**src/rtl/uart_tx.sv**
```systemverilog
// 8N1 UART transmitter with a small power-of-two transmit FIFO.
// The serial line is registered and follows the next FSM state, so a pop is visible on tx one edge later.
module uart_tx #(
  parameter int CLKS_PER_BIT = 10417,
  parameter int FIFO_DEPTH   = 4
) (
  input  logic       clk,
  input  logic       rst,
  input  logic       wr_en,
  input  logic [7:0] wr_data,
  output logic       wr_ready,
  output logic       tx,
  output logic       busy,
  output logic       tx_done,
  output logic [2:0] fifo_count
);

  localparam int BW = (CLKS_PER_BIT > 1) ? $clog2(CLKS_PER_BIT) : 1;
  localparam int PW = (FIFO_DEPTH > 1) ? $clog2(FIFO_DEPTH) : 1;
  localparam logic [BW-1:0] BAUD_MAX = BW'(CLKS_PER_BIT - 1);
  localparam logic [BW-1:0] BAUD_ONE = BW'(1);
  localparam logic [PW-1:0] PTR_ONE  = PW'(1);
  localparam logic [2:0]    CNT_FULL = 3'(FIFO_DEPTH);

  typedef enum logic [1:0] {IDLE, START, DATA, STOP} state_t;

  state_t        r_state, w_state_next;
  logic [7:0]    r_mem [FIFO_DEPTH];
  logic [PW-1:0] r_wptr, r_rptr;
  logic [2:0]    r_count;
  logic [7:0]    r_shift, w_shift_next;
  logic [2:0]    r_bit, w_bit_next;
  logic [BW-1:0] r_baud, w_baud_next;
  logic          r_tx, w_tx_next;
  logic          w_push, w_pop, w_bit_end, w_fifo_nempty;

  assign wr_ready      = (r_count != CNT_FULL);
  assign w_push        = wr_en && wr_ready;
  assign w_fifo_nempty = (r_count != 3'd0);
  assign w_bit_end     = (r_baud == BAUD_MAX);

  always_comb begin
    w_state_next = r_state;
    w_shift_next = r_shift;
    w_bit_next   = r_bit;
    w_baud_next  = (r_state == IDLE || w_bit_end) ? '0 : r_baud + BAUD_ONE;
    w_pop        = 1'b0;
    case (r_state)
      IDLE: begin
        if (w_fifo_nempty) begin
          w_pop        = 1'b1;
          w_shift_next = r_mem[r_rptr];
          w_bit_next   = '0;
          w_baud_next  = '0;
          w_state_next = START;
        end
      end
      START: begin
        if (w_bit_end) begin
          w_bit_next   = '0;
          w_state_next = DATA;
        end
      end
      DATA: begin
        if (w_bit_end) begin
          if (r_bit == 3'd7) begin
            w_state_next = STOP;
          end else begin
            w_shift_next = r_shift >> 1;
            w_bit_next   = r_bit + 3'd1;
          end
        end
      end
      STOP: begin
        // Chaining straight into START keeps back-to-back frames gapless.
        if (w_bit_end) begin
          if (w_fifo_nempty) begin
            w_pop        = 1'b1;
            w_shift_next = r_mem[r_rptr];
            w_bit_next   = '0;
            w_state_next = START;
          end else begin
            w_state_next = IDLE;
          end
        end
      end
      default: w_state_next = IDLE;
    endcase
  end

  always_comb begin
    w_tx_next = 1'b1;
    case (w_state_next)
      START:   w_tx_next = 1'b0;
      DATA:    w_tx_next = w_shift_next[0];
      default: w_tx_next = 1'b1;
    endcase
  end

  always_ff @(posedge clk or negedge rst) begin
    if (!rst) begin
      r_state <= IDLE;
      r_tx    <= 1'b1;
      r_shift <= '0;
      r_bit   <= '0;
      r_baud  <= '0;
      r_wptr  <= '0;
      r_rptr  <= '0;
      r_count <= '0;
    end else begin
      r_state <= w_state_next;
      r_tx    <= w_tx_next;
      r_shift <= w_shift_next;
      r_bit   <= w_bit_next;
      r_baud  <= w_baud_next;
      if (w_push) r_wptr <= r_wptr + PTR_ONE;
      if (w_pop)  r_rptr <= r_rptr + PTR_ONE;
      case ({w_push, w_pop})
        2'b10:   r_count <= r_count + 3'd1;
        2'b01:   r_count <= r_count - 3'd1;
        default: r_count <= r_count;
      endcase
    end
  end

  always_ff @(posedge clk) begin
    if (w_push) r_mem[r_wptr] <= wr_data;
  end

  assign tx         = r_tx;
  assign tx_done    = (r_state == STOP) && w_bit_end;
  assign busy       = (r_state != IDLE) || w_fifo_nempty;
  assign fifo_count = r_count;

endmodule

```
**config.mk**
```make
export PLATFORM = sky130hd
export DESIGN_NAME = uart_tx
export DESIGN_NICKNAME = d
export VERILOG_FILES = /design/src/rtl/uart_tx.sv
export SDC_FILE = /design/constraint.sdc
export NUM_CORES = 1
export LEC_CHECK = 0
export CORE_MARGIN = 2
export CORE_UTILIZATION = 55
export CTS_BUF_LIST = sky130_fd_sc_hd__clkbuf_4 sky130_fd_sc_hd__clkbuf_8
export CTS_CLUSTER_SIZE = 12
export DETAILED_ROUTE_END_ITERATION = 12
export DONT_BUFFER_PORTS = 1
export PLACE_DENSITY = 0.73
export SLEW_MARGIN = 20
export SYNTH_ARGS = -nofsm -noshare
export SYNTH_HDL_FRONTEND = slang
export SYNTH_SLANG_ARGS = --single-unit
export TNS_END_PERCENT = 30
```
**constraint.sdc**
```tcl
create_clock -name clk -period 2.4 [get_ports clk]
set_input_delay 0.36 -clock clk [delete_from_list [all_inputs] [get_ports clk]]
set_output_delay 0.36 -clock clk [all_outputs]
set_load 0.02 [all_outputs]
```
Word-level counts from Yosys, hierarchy flattened:

Memory sizes are Yosys's and may differ from the RTL's.
Index checks and enable logic that the tools add are counted.

* register bits: 35
* latch bits: 0
* memory bits (writable): 32
* bits in read-only memories: 0
* bits of input ports: 11
* output and inout bits: 7
* logic and storage cells: 69
* memories kept: 1

Memory list
* r_mem: depth 4, bits a word 8, rd ports 1, clocked after memory_dff 0, write ports 1, RTL line 28 `logic [7:0] r_mem [FIFO_DEPTH];`

* add/subtract/negate cells: 6
* multipliers: 0
* divide/modulo/power cells: 0
* order comparisons: 0
* equality and inequality tests: 14
* shift-type cells: 0
* muxes and demuxes: 28
* bitwise logic cells: 0
* reduce and logical (&&, ||, !) cells: 11

Operators with widths (count)
* 2-to-1 mux 14 bit: 3
* 2-to-1 mux 8 bit: 4
* one-hot mux 8 bit (3 select lines): 1
* 2-to-1 mux 3 bit: 5
* adder 14 x 1 -> 14 bit, second input constant: 1
* equality test 14 bit, second input constant: 1
* one-hot mux 3 bit (4 select lines): 1
* 2-to-1 mux 2 bit: 5
* equality test 2 bit, second input constant: 4
* != test 2 bit, second input constant: 4
* one-hot mux 2 bit (4 select lines): 1
* AND reduction 4 bit: 2
* adder 3 x 1 -> 3 bit, second input constant: 2
* equality test 2 x 1 -> 1 bit, second input constant: 3
* one-hot mux 3 bit (2 select lines): 1
* nonzero test 3 bit: 2
* 2-to-1 mux 1 bit: 5
* adder 2 x 1 -> 2 bit, second input constant: 2
* one-hot mux 1 bit (2 select lines): 2
* nonzero test 2 bit: 2
* equality test 3 bit, second input constant: 1
* != test 3 bit, second input constant: 1
* subtractor 3 x 1 -> 3 bit, second input constant: 1
* logical AND 1 bit: 2
* 2 further kinds: 3

Logic depth before layout (Yosys ltp):

* depth after elaboration: 6
* depth in mapped cells: 12
* gate-level depth less buffers: 12

Worst setup path before layout:

OpenSTA, ideal clock, no wires.

* path kind: flip-flop to flip-flop
* from: register r_baud[2]
* to: register r_count[2], in the netlist fifo_count[2]
* library setup time: 0.080 ns
* data arrival time: 2.422 ns
* data required time: 2.320 ns
* setup slack: -0.102 ns
* cell stages (with the launch flop): 11
* path buffers: 0
* period minus slack after synthesis: 2.502 ns
* cells stage by stage: dfrtp_1 > nor4b_2 > and4_1 > o21ai_1 > nor2_1 > ha_1 > inv_1 > fa_1 > xor2_1 > nor2_1 > xor2_1

* cells in the longest elaborated chain, start to end: 5
* elaborated cells between the ends (all ways): 7
* those cells by class: 3 x eq/ne; 3 x mux; 1 x reduce/logical

RTL lines
* start, declared: RTL line 33 `logic [BW-1:0] r_baud, w_baud_next;`
* start signal, assigned: RTL line 115 `r_baud <= w_baud_next;`
* equality test 14 bit *: RTL line 40 `assign w_bit_end = (r_baud == BAUD_MAX);`
* 2-to-1 mux 1 bit *: RTL line 76 `if (w_bit_end) begin`
* one-hot mux 1 bit (2 select lines) *: RTL line 48 `case (r_state)`
* net w_pop: RTL line 35 `logic w_push, w_pop, w_bit_end, w_fifo_nempty;`
* equality test 2 x 1 -> 1 bit or equality test 2 bit (tied branches): RTL line 118 `case ({w_push, w_pop})`
* one-hot mux 3 bit (2 select lines) or nonzero test 2 bit (tied branches)
* end signal, assigned: RTL line 119 `2'b10: r_count <= r_count + 3'd1;`
* end signal, assigned: RTL line 120 `2'b01: r_count <= r_count - 3'd1;`
* end signal, assigned: RTL line 121 `default: r_count <= r_count;`
* end, declared: RTL line 30 `logic [2:0] r_count;`

Mark *: on every way through the listed nets, which the timed path passes. The rest lies on a longest branch.
A chain may end at the register's enable or synchronous reset.

Final worst setup path:

* from: register r_baud[8]
* to: register r_count[2], in the netlist fifo_count[2]

Same word-level chain as after synthesis.

==> metrics.yaml <==
antenna_found_initial: 0
cp.required_ns: 2.66
start_kind: "register"
worst_pin_slew_ns: 0.5604
syn_nets: 271
p_leak_nw: 1.616
ys_seq_area_share_pct: 57.14
layout_commonest_cell: "dfrtp_1"
io_buffers: 0
ant_nets: 0
r2r_start: "r_baud[8]$_DFF_PN0_"
layout-drive-gt1-share_pct: 20.07
fin_tns_setup_ns: 0
num_rows: 27
powerDensity_nw_per_um2: 1046
ys_ff_latch: 67
drtIter0Drc: 71
synth_enable_flop_cells: 32
synth.avg_cell_area_um2: 13.18
cts.sink_count: 67
end_kind: "register"
synthesis.area_um2: 3217
worst-setup-path-type: "register to register"
fin_crit_sh_pct: 96.93
clkTransAtPathRegs_ns: 0.08
peakVddDrop_mv: 0.6881
multi_input_area_um2: 1330
regArea_um2: 1838
maxCapViolCount: 0
crit_path_cell_trace: "nor4b_4, and4_4, o21ai_4, nor2_4, ha_4, inv_2, fa_2, xor2_2, nor2_1, xor2_1"
ys.flop_type: "dfrtp_1"
nNetsFinal: 301
syn2layout_area_growth_pct: 16.34
cts_buffer_depth: 2
dp_hpwl_um: 3800
fill_cells: 403
cp_top_family: "simple AND/OR/NAND/NOR gates"
cts_tree: "done"
grt_max_degree: 36
die_h_um: 80.48
endpoint: "fifo_count[2]$_DFFE_PN0P_"
whs_ns: 0.1107
final_cell_mix: "dfrtp_1, edfxtp_1, inv_1"
max_stage_delay_ns: 0.42
reg2reg_to: "fifo_count[2]$_DFFE_PN0P_"
ys_async_sr_fraction_pct: 52.24
initial_core_util_pct: 57.71
slowest_stage: "dfrtp_1"
hold_violations: 0
cp_num_buf_inv: 1
crit_start: "r_baud[8]$_DFF_PN0_"
post_dp_cell_area_um2: 3440
hold_class: "input port to register"
reg2reg_depth: 10
htree_levels: 3
relSlewSlack_pct: 62.64
outcome: "completed"
crit_arrival_ns: 2.59
finalWirelength_um: 5564
drc: 0
finish.instance_area_um2: 3742
dieWidth_um: 80.48
rsz0062_at_grt: "true"
timing.fmax_ghz: 0.4299
cts_root_buf: "clkbuf_8"
wire_per_inst_um: 15.85
clock_latency_ns: 0.34
via_count: 1932
vias_per_cell: 5.504
grt_pass1_vias: 1982
synthDistinctLibCells: 46
cp_max_fo: 3
ff2ff_setup_slack_ns: 0.07
fp.coreArea_um2: 5574
drv_slew: 0
netlist_instances: 244
cts_made_buffers: 9
yosys_warnings: 0
period_needed_ns: 2.326
grt_usage_pct: 19.63
setup_viol: 0
die-area_um2: 6476
path_depth: 10
diodes: 0
grt_first_pass_wirelength_um: 9384
dr.pass1.iters: 4
place_congestion: 0.7620
overflow: 0
boundaryPins: 18
clock_skew_ns: 0.01041
[synth_stat cells, drive strengths merged (2+ instances only)]
cell type | instances | share of area, %
a211o | 2 | 0.54
a22o | 9 | 2.5
and2 | 3 | 0.58
and3 | 7 | 1.4
and3b | 2 | 0.54
and4 | 2 | 0.54
buf | 2 | 0.51
clkbuf | 2 | 0.23
dfrtp | 34 | 26
edfxtp | 32 | 30
ha | 15 | 5.8
inv | 24 | 2.8
mux2 | 2 | 0.82
mux4 | 8 | 6.4
nand2 | 11 | 1.3
nand2b | 2 | 0.39
nand3 | 7 | 1.1
nand4 | 3 | 0.58
nor2 | 21 | 2.5
nor3 | 4 | 0.97
nor4b | 2 | 0.93
o21a | 3 | 0.70
o21ai | 7 | 1.1
o2bb2ai | 6 | 1.6
or3 | 2 | 0.39
xnor2 | 8 | 2.2
xor2 | 10 | 2.7
[logic make-up after synthesis]
family | synth area share, %
AOI/OAI and AO/OA | 8.479
xor gates and xnor gates | 4.901
adders and majority gates | 6.457
buffers and inverters | 3.540
DFF | 57.14
muxes | 7.546
and+or+nand+nor | 11.94
[worst register-to-register path: stages (launching register included)]
cell and delay, ns:
dfrtp_1 0.42, nor4b_4 0.31, and4_4 0.31, o21ai_4 0.07, nor2_4 0.15, ha_4 0.15
inv_2 0.04, fa_2 0.37, xor2_2 0.16, nor2_1 0.12, xor2_1 0.14
[how the worst min path moves through the flow]
stage / start / end / slack (ns) / depth (start not counted)
3_5_place_dp: rst / r_baud[5]$_DFF_PN0_ / 0.07 / 0
3_3_place_gp: rst / r_state[0]$_DFF_PN0_ / 0.07 / 0
2_1_floorplan: rst / fifo_count[0]$_DFFE_PN0P_ / 0.06 / 0
4_1_cts: wr_data[6] / r_mem[2][6]$_DFFE_PP_ / 0.09 / 0
5_1_grt: wr_data[4] / r_mem[1][4]$_DFFE_PP_ / 0.08 / 0
6_report: wr_data[7] / r_mem[3][7]$_DFFE_PP_ / 0.11 / 0
[repair_timing]
action / CTS / global route
gates resized for setup: 5 / 7
hold buffers: 2 / 0
buffers inserted: 1 / 2
gates cloned: 0 / 0
pin swaps: 2 / 7
setup endpoints to repair: 1 / 1
endpoints found under the hold margin: 35 / 0
[state kept, by name (all words and copies together) (netlist names)]
register	count
fifo_count	3
r_state	2
r_wptr	2
r_shift	8
tx	1
r_bit	3
r_rptr	2
r_mem	32
r_baud	14
[metal layers]
layer	up-vias	wire length, um	share of wire (%)	track usage, %
met5	-	0	0	0
met2	21	2780	50	33.08
met1	951	2542	46	24.10
li1	951	-	-	-
met4	0	75	1.3	6.271
met3	9	165	3.0	6.180
[cell type report]
cell class,count,area share (%)
multi-input cells,149,35.54
well taps,72,2.407
repair buffers,23,5.015
inverters,24,2.407
clock buffers,9,3.310
flip-flops and latches,67,49.11
clock inverters,7,2.207
[report_power, final]
part | total, mW | internal [mW] | switching [mW]
Combinational | 1.31 | 0.611 | 0.699
Clock | 0.971 | 0.498 | 0.474
Sequential | 1.63 | 1.47 | 0.157
Total | 3.91 | 2.58 | 1.33
[through the flow]
step	total power, mW	setup WS (ns)	utilization, %	cells
finish	3.913	0.07363	67.14	351
global route	4.181	-0.06023	67.14	351
CTS	3.894	0.01216	66.24	349
detailed placement	2.883	-0.01722	61.71	330
global placement	2.852	0.09149	61.71	330
floorplan	2.552	0.01351	-	244
No activity file was read; power rests on OpenSTA's default activity.
